## src/rtl/icache_pkg.sv

```systemverilog
// Shared types and constants for the direct-mapped instruction cache.
package icache_pkg;

  localparam int LINE_WORDS = 4;

  typedef logic [LINE_WORDS-1:0][31:0] line_t;

  typedef enum logic {
    IDLE = 1'b0,
    FILL = 1'b1
  } state_e;

endpackage

```

## src/rtl/icache_line_fill_if.sv

```systemverilog
// Fetch-port and line-SRAM signals of the instruction cache; master is the cache side.
interface icache_line_fill_if #(
  parameter int MA_W = 12
);

  logic                cpu_req_i;
  logic [31:0]         cpu_addr_i;
  logic                cpu_valid_o;
  logic [31:0]         cpu_data_o;
  logic                mem_re_o;
  logic                mem_we_o;
  logic [3:0]          mem_ble_o;
  logic [MA_W-1:0]     mem_add_o;
  logic                mem_valid_i;
  icache_pkg::line_t   mem_d_i;

  modport master (
    input  cpu_req_i, cpu_addr_i, mem_valid_i, mem_d_i,
    output cpu_valid_o, cpu_data_o, mem_re_o, mem_we_o, mem_ble_o, mem_add_o
  );

  modport slave (
    output cpu_req_i, cpu_addr_i, mem_valid_i, mem_d_i,
    input  cpu_valid_o, cpu_data_o, mem_re_o, mem_we_o, mem_ble_o, mem_add_o
  );

endinterface

```

## src/rtl/icache_tag_store.sv

```systemverilog
// Per-line valid/tag/data storage: asynchronous read, one line written per cycle,
// and a single-cycle clear of every valid bit.
module icache_tag_store
  import icache_pkg::*;
#(
  parameter int NB_LINES = 16,
  parameter int TAG_W    = 6,
  localparam int IDX_W   = $clog2(NB_LINES)
) (
  input  logic             clk_i,
  input  logic             rst_ni,
  input  logic [IDX_W-1:0] rd_idx,
  output logic             rd_valid,
  output logic [TAG_W-1:0] rd_tag,
  output line_t            rd_line,
  input  logic             wr_en,
  input  logic [IDX_W-1:0] wr_idx,
  input  logic [TAG_W-1:0] wr_tag,
  input  line_t            wr_line,
  input  logic             clear_all
);

  logic [NB_LINES-1:0] valid_reg;
  logic [NB_LINES-1:0] line_we;
  logic [TAG_W-1:0]    tag_reg  [NB_LINES];
  line_t               data_reg [NB_LINES];

  for (genvar gi = 0; gi < NB_LINES; gi++) begin : g_we
    assign line_we[gi] = wr_en && (wr_idx == IDX_W'(gi));
  end

  // Clear wins over a same-cycle install, so a flush pending during a fill
  // leaves the freshly written line invalid.
  always_ff @(posedge clk_i or negedge rst_ni) begin
    if (!rst_ni) begin
      valid_reg <= '0;
    end else if (clear_all) begin
      valid_reg <= '0;
    end else begin
      valid_reg <= valid_reg | line_we;
    end
  end

  always_ff @(posedge clk_i) begin
    for (int i = 0; i < NB_LINES; i++) begin
      if (line_we[i]) begin
        tag_reg[i]  <= wr_tag;
        data_reg[i] <= wr_line;
      end
    end
  end

  assign rd_valid = valid_reg[rd_idx];
  assign rd_tag   = tag_reg[rd_idx];
  assign rd_line  = data_reg[rd_idx];

endmodule

```

## src/rtl/icache_line_fill.sv

```systemverilog
// Direct-mapped read-only instruction cache: combinational hits, one 4-word
// line refill from the SRAM per miss, flush-all and hit/miss counters.
module icache_line_fill
  import icache_pkg::*;
#(
  parameter int MEM_SIZE = 4096,
  parameter int NB_LINES = 16
) (
  input  logic                clk_i,
  input  logic                rst_ni,
  icache_line_fill_if.master  bus,
  input  logic                flush_i,
  output logic [15:0]         hit_cnt_o,
  output logic [15:0]         miss_cnt_o
);

  localparam int MA_W  = $clog2(MEM_SIZE);
  localparam int IDX_W = $clog2(NB_LINES);
  localparam int TAG_W = MA_W - IDX_W - 2;

  logic [MA_W-1:0]  word_addr;
  logic [1:0]       offset;
  logic [IDX_W-1:0] index;
  logic [TAG_W-1:0] tag;
  logic             unused_addr_bits;

  state_e      state_reg, state_next;
  logic        flush_pend_reg, flush_pend_next;
  logic [15:0] hit_cnt_reg, miss_cnt_reg;

  logic             line_valid;
  logic [TAG_W-1:0] line_tag;
  line_t            line_data;
  logic             hit, miss, fill_done, flush_all;

  assign word_addr        = bus.cpu_addr_i[MA_W+1:2];
  assign offset           = word_addr[1:0];
  assign index            = word_addr[IDX_W+1:2];
  assign tag              = word_addr[MA_W-1:IDX_W+2];
  assign unused_addr_bits = ^{bus.cpu_addr_i[31:MA_W+2], bus.cpu_addr_i[1:0]};

  icache_tag_store #(
    .NB_LINES (NB_LINES),
    .TAG_W    (TAG_W)
  ) u_tag_store (
    .clk_i     (clk_i),
    .rst_ni    (rst_ni),
    .rd_idx    (index),
    .rd_valid  (line_valid),
    .rd_tag    (line_tag),
    .rd_line   (line_data),
    .wr_en     (fill_done),
    .wr_idx    (index),
    .wr_tag    (tag),
    .wr_line   (bus.mem_d_i),
    .clear_all (flush_all)
  );

  always_ff @(posedge clk_i or negedge rst_ni) begin
    if (!rst_ni) begin
      state_reg      <= IDLE;
      flush_pend_reg <= 1'b0;
      hit_cnt_reg    <= '0;
      miss_cnt_reg   <= '0;
    end else begin
      state_reg      <= state_next;
      flush_pend_reg <= flush_pend_next;
      hit_cnt_reg    <= hit_cnt_reg + 16'(hit);
      miss_cnt_reg   <= miss_cnt_reg + 16'(miss);
    end
  end

  always_comb begin
    state_next      = state_reg;
    flush_pend_next = flush_pend_reg;
    hit             = 1'b0;
    miss            = 1'b0;
    fill_done       = 1'b0;
    flush_all       = 1'b0;
    case (state_reg)
      IDLE: begin
        hit       = bus.cpu_req_i && line_valid && (line_tag == tag);
        flush_all = flush_i;
        if (bus.cpu_req_i && !hit) begin
          miss       = 1'b1;
          state_next = FILL;
        end
      end
      FILL: begin
        if (flush_i) flush_pend_next = 1'b1;
        // A flush seen at any point of the fill also discards the line just fetched.
        if (bus.mem_valid_i) begin
          fill_done       = 1'b1;
          flush_all       = flush_pend_reg || flush_i;
          flush_pend_next = 1'b0;
          state_next      = IDLE;
        end
      end
      default: state_next = IDLE;
    endcase
  end

  assign bus.cpu_valid_o = hit;
  assign bus.cpu_data_o  = hit ? line_data[offset] : 32'h0;
  assign bus.mem_re_o    = (state_reg == FILL);
  assign bus.mem_we_o    = 1'b0;
  assign bus.mem_ble_o   = 4'hF;
  assign bus.mem_add_o   = {tag, index, 2'b00};
  assign hit_cnt_o       = hit_cnt_reg;
  assign miss_cnt_o      = miss_cnt_reg;

endmodule
```

## src/flat_wrapper.sv

```systemverilog
// flat-port wrapper written by rule: the top's interface ports become plain ports
module icache_line_fill_flat import icache_pkg::*;
#(
  parameter int MEM_SIZE = 4096,
  parameter int NB_LINES = 16
)
  (clk_i, rst_ni, flush_i, hit_cnt_o, miss_cnt_o, bus_cpu_req_i, bus_cpu_addr_i, bus_mem_valid_i, bus_mem_d_i, bus_cpu_valid_o, bus_cpu_data_o, bus_mem_re_o, bus_mem_we_o, bus_mem_ble_o, bus_mem_add_o);
  icache_line_fill_if bus_i ();
  input  logic clk_i;
  input  logic rst_ni;
  input  logic flush_i;
  output logic [15:0] hit_cnt_o;
  output logic [15:0] miss_cnt_o;
  input wire logic [$bits(bus_i.cpu_req_i)-1:0] bus_cpu_req_i;
  input wire logic [$bits(bus_i.cpu_addr_i)-1:0] bus_cpu_addr_i;
  input wire logic [$bits(bus_i.mem_valid_i)-1:0] bus_mem_valid_i;
  input wire logic [$bits(bus_i.mem_d_i)-1:0] bus_mem_d_i;
  output wire logic [$bits(bus_i.cpu_valid_o)-1:0] bus_cpu_valid_o;
  output wire logic [$bits(bus_i.cpu_data_o)-1:0] bus_cpu_data_o;
  output wire logic [$bits(bus_i.mem_re_o)-1:0] bus_mem_re_o;
  output wire logic [$bits(bus_i.mem_we_o)-1:0] bus_mem_we_o;
  output wire logic [$bits(bus_i.mem_ble_o)-1:0] bus_mem_ble_o;
  output wire logic [$bits(bus_i.mem_add_o)-1:0] bus_mem_add_o;
  assign bus_i.cpu_req_i = bus_cpu_req_i;
  assign bus_i.cpu_addr_i = bus_cpu_addr_i;
  assign bus_i.mem_valid_i = bus_mem_valid_i;
  assign bus_i.mem_d_i = bus_mem_d_i;
  assign bus_cpu_valid_o = bus_i.cpu_valid_o;
  assign bus_cpu_data_o = bus_i.cpu_data_o;
  assign bus_mem_re_o = bus_i.mem_re_o;
  assign bus_mem_we_o = bus_i.mem_we_o;
  assign bus_mem_ble_o = bus_i.mem_ble_o;
  assign bus_mem_add_o = bus_i.mem_add_o;
  icache_line_fill #(.MEM_SIZE(MEM_SIZE), .NB_LINES(NB_LINES)) u_core (.clk_i(clk_i), .rst_ni(rst_ni), .bus(bus_i), .flush_i(flush_i), .hit_cnt_o(hit_cnt_o), .miss_cnt_o(miss_cnt_o));
endmodule
```

## config.mk

```make
export PLATFORM = sky130hd
export DESIGN_NAME = icache_line_fill_flat
export DESIGN_NICKNAME = d
export VERILOG_FILES = /design/src/rtl/icache_pkg.sv /design/src/rtl/icache_line_fill_if.sv /design/src/rtl/icache_tag_store.sv /design/src/rtl/icache_line_fill.sv /design/src/flat_wrapper.sv
export SDC_FILE = /design/constraint.sdc
export NUM_CORES = 2
export LEC_CHECK = 0
export ABC_CLOCK_PERIOD_IN_PS = 27200
export BUFFER_PORTS_ARGS = -buffer_cell sky130_fd_sc_hd__buf_2
export CAP_MARGIN = 25
export CORE_AREA = 2 2 440 442
export CTS_CLUSTER_SIZE = 10
export DETAILED_ROUTE_END_ITERATION = 7
export DIE_AREA = 0 0 442 444
export GPL_TIMING_DRIVEN = 0
export SYNTH_ARGS = -nofsm -noshare
export SYNTH_HDL_FRONTEND = slang
export SYNTH_SLANG_ARGS = --single-unit
export TNS_END_PERCENT = 5
```

## constraint.sdc

```tcl
create_clock -name clk_i -period 27.2 [get_ports clk_i]
set_input_delay 1.36 -clock clk_i [delete_from_list [all_inputs] [get_ports clk_i]]
set_output_delay 1.36 -clock clk_i [all_outputs]
set_load 0.01 [all_outputs]
```

==> impl_metrics.toml <==
[flow_run]
cap_violations = 0

[timing]
finalCritPeriodShare = 0.272
finalHoldViolations = 0
max_freq_ghz = 0.135
report.final.setup_viol = 0
fin_crit_ns = 7.39
tightest_slew_ns = 1.14
finalSetupTns_ns = 0
hold_slack_ns = 0.465
worst_slack_ns = 19.81
skew_ns = 0.0276
rsz0062_at_grt = "no"
slew_violations = 0
max-slew-margin-rel = 0.240

[critical_path]
rrSetupSlack_ns = 22.49
cp.required_ns = 25.84
start_kind = "input pin"
path_class = "in2out"
slowest_stage = "buf_2"
worst_path_most_repeated_cell = "buf_2"
cp_cell_sequence = "buf_2 -> buf_2 -> buf_2 -> clkbuf_1 -> nand2_1 -> o21ai_0 -> o2111ai_2 -> buf_8 -> buf_2 -> nor3b_2 -> buf_2"
critical-path-top-delay-family = "buffers and inverters"
arrival_ns = 6.03
crit_fanout = 10
crit_buf_inv = 7
slowest_delay_ns = 0.72
end_kind = "output port"

[synthesis]
yosys-top-cells-area = "edfxtp_1 (77%), mux4_2 (19%), dfrtp_1 (1.5%)"
ys_ff_latch = 2194
syn-instance-count = 3302
avgSynthCellArea_um2 = 25.4
synth_edf_count = 2144
yosysTopAreaCell = "edfxtp_1"
synth_seq_area_share = 0.782
synthDistinctLibCells = 44
synthFlopType = "edfxtp_1"
async_flop_share = 0.0228
ys_warn_count = 0
synth_top_area_share = 0.767
syn_area_um2 = 83900

[clocking]
hold_buffers = 0
ctsResizeCount = 0
htree_levels = 4
cts-buffers-inserted = 241
clock_latency_ns = 0.86
cts_sinks = 2194
clockBufferDepth = 3
cts_tree = "built"
post_cts_buffers = 0
cts_root_buf = "clkbuf_16"
clkTransAtPathRegs_ns = 0.05

[floorplanning]
row_count = 161
die_w_um = 442
dieArea_um2 = 196000
initial_utilization = 0.438
core_area_um2 = 192000
die_y_um = 444
num_io_pins = 248

[placement]
io_buffers = 215
place.gp.congestion = 0.777
pre_cts_slack_ns = 19.79
dp.final_hpwl_um = 156000

[route]
antenna_left = 0
drc_errors = 0
first_pass_iters = 5
drt-total-wl_um = 229000
wire_per_inst_um = 34.9
vias = 39300
via_per_inst = 5.97
drtIter0Drc = 4983

[finish]
nets = 4127
fillerInstances = 14700
layout-drive-gt1-share = 0.380
syn2layout_area_growth_pct = 16.8
largest_reg_flops = 2048

[power]
ir_drop_mv = 0.0600
p_leak_nw = 31.2
p_per_area_nw_per_um2 = 71.4

[global_route]
grt_pass1_wl_um = 318000
grt_max_degree = 27
grt-ovfl-total = 0
grt_pass1_vias = 39200
antenna_found_initial = 63
grtUsageTotal = 0.234

[hold_path]
min_path_type = "reg2reg"

[status]
status = "completed"
==> placed cells by master, fill, tap and decap left out, types with 3 or more instances in the layout <==
cell       instances
edfxtp_1        2144
mux4_2           691
buf_2            303
clkbuf_16        243
clkbuf_1          97
buf_12            79
buf_6             75
dfrtp_1           50
buf_4             30
nor3b_2           29
mux2i_1           28
buf_8             28
xnor2_1           22
diode_2           20
buf_1             18
nand2_1           16
o21a_1            16
xor2_1            12
nor2_4            12
buf_16            12
nor2_1            11
nand3_1           10
nand4_1            8
conb_1             7
and3_1             6
clkinv_1           6
a22oi_1            5
a21oi_1            5
inv_6              5
inv_16             5
o21ai_0            4
a22o_1             4
nor3_2             4
ha_1               4
nor2b_1            3
clkbuf_2           3
nand2b_1           3
nor3b_1            3
or2_2              3
==> kinds of logic after synthesis <==
group	count (synthesis)	share of synthesized area
other	2	0.0000895
flip-flops	2194	0.782
multiplexers	719	0.189
buffers and inverters	190	0.0117
AND/OR/NAND/NOR	118	0.00978
AO/OA/AOI/OAI	41	0.00352
adder cells (fa/ha/maj)	4	0.000596
XOR/XNOR	34	0.00355
==> per-stage QoR <==
step	std cells	utilization	area, um2	power, W
floorplan	3307	-	83900	0.00404
global placement	6048	0.460	88200	0.00423
detailed placement	6238	0.477	91400	0.00424
CTS	6553	0.511	98000	0.00706
global route	6565	0.512	98000	0.00720
finish	6576	0.512	98000	0.00700
==> power breakdown <==
group	switching, W	internal (W)	total (W)
clock network	0.00124	0.00160	0.00284
registers	0.0000110	0.00375	0.00376
logic	0.000246	0.000162	0.000408
total	0.00149	0.00551	0.00700
==> worst paths after layout <==
check | from | to | cells after the start
max | bus_cpu_addr_i[6] | bus_cpu_data_o[4] | 11
min | u_core.miss_cnt_o[15] | u_core.miss_cnt_o[15] | 1
max reg2reg | u_core.u_tag_store.tag_reg[11][3] | u_core.hit_cnt_o[12] | 14
min reg2reg | u_core.miss_cnt_o[15] | u_core.miss_cnt_o[15] | 1
max in group asynchronous | rst_ni | u_core.u_tag_store.valid_reg[1] | 2
min in group asynchronous | rst_ni | u_core.hit_cnt_o[5] | 1
==> metal layers <==
layer	vias to the layer above	GRT usage	wire length, um	part of all wire
li1	15600	-	-	-
met1	21500	0.315	90100	0.39
met2	1672	0.382	113000	0.49
met3	409	0.0431	16700	0.073
met4	34	0.0883	8950	0.039
met5	-	0	206	0.00090
==> synth_stat cells (6+ instances only) <==
cell type,n
and3_1,6
buf_1,18
buf_2,88
buf_4,20
buf_6,11
clkbuf_1,51
dfrtp_1,50
edfxtp_1,2144
mux2i_1,28
mux4_2,691
nand2_1,16
nand3_1,10
nand4_1,8
nor2_1,23
nor3b_2,29
o21a_1,16
xnor2_1,22
xor2_1,12
==> worst register-to-register path: cells and delay by family, from the launching register on <==
kind                     cells  cell delay [ns]
AND/OR/NAND/NOR              5             1.62
AO/OA/AOI/OAI                1             0.38
flip-flops                   1             0.36
buffers and inverters        2             0.52
multiplexers                 2             0.65
adder cells (fa/ha/maj)      2             0.65
XOR/XNOR                     2             0.44
==> area by class of cell <==
cell class / instances / area [um2] / area share
Sequential cell: 2194 / 65600 / 0.669
Multi-Input combinational cell: 923 / 17400 / 0.178
Clock buffer: 292 / 6260 / 0.0639
Timing Repair Buffer: 408 / 4200 / 0.0429
Tap cell: 2526 / 3160 / 0.0322
Buffer: 188 / 977 / 0.00997
Clock inverter: 23 / 299 / 0.00305
Antenna cell: 20 / 50.0 / 0.000510
Inverter: 2 / 7.51 / 0.0000766
Power figures use the tool's default switching activity.
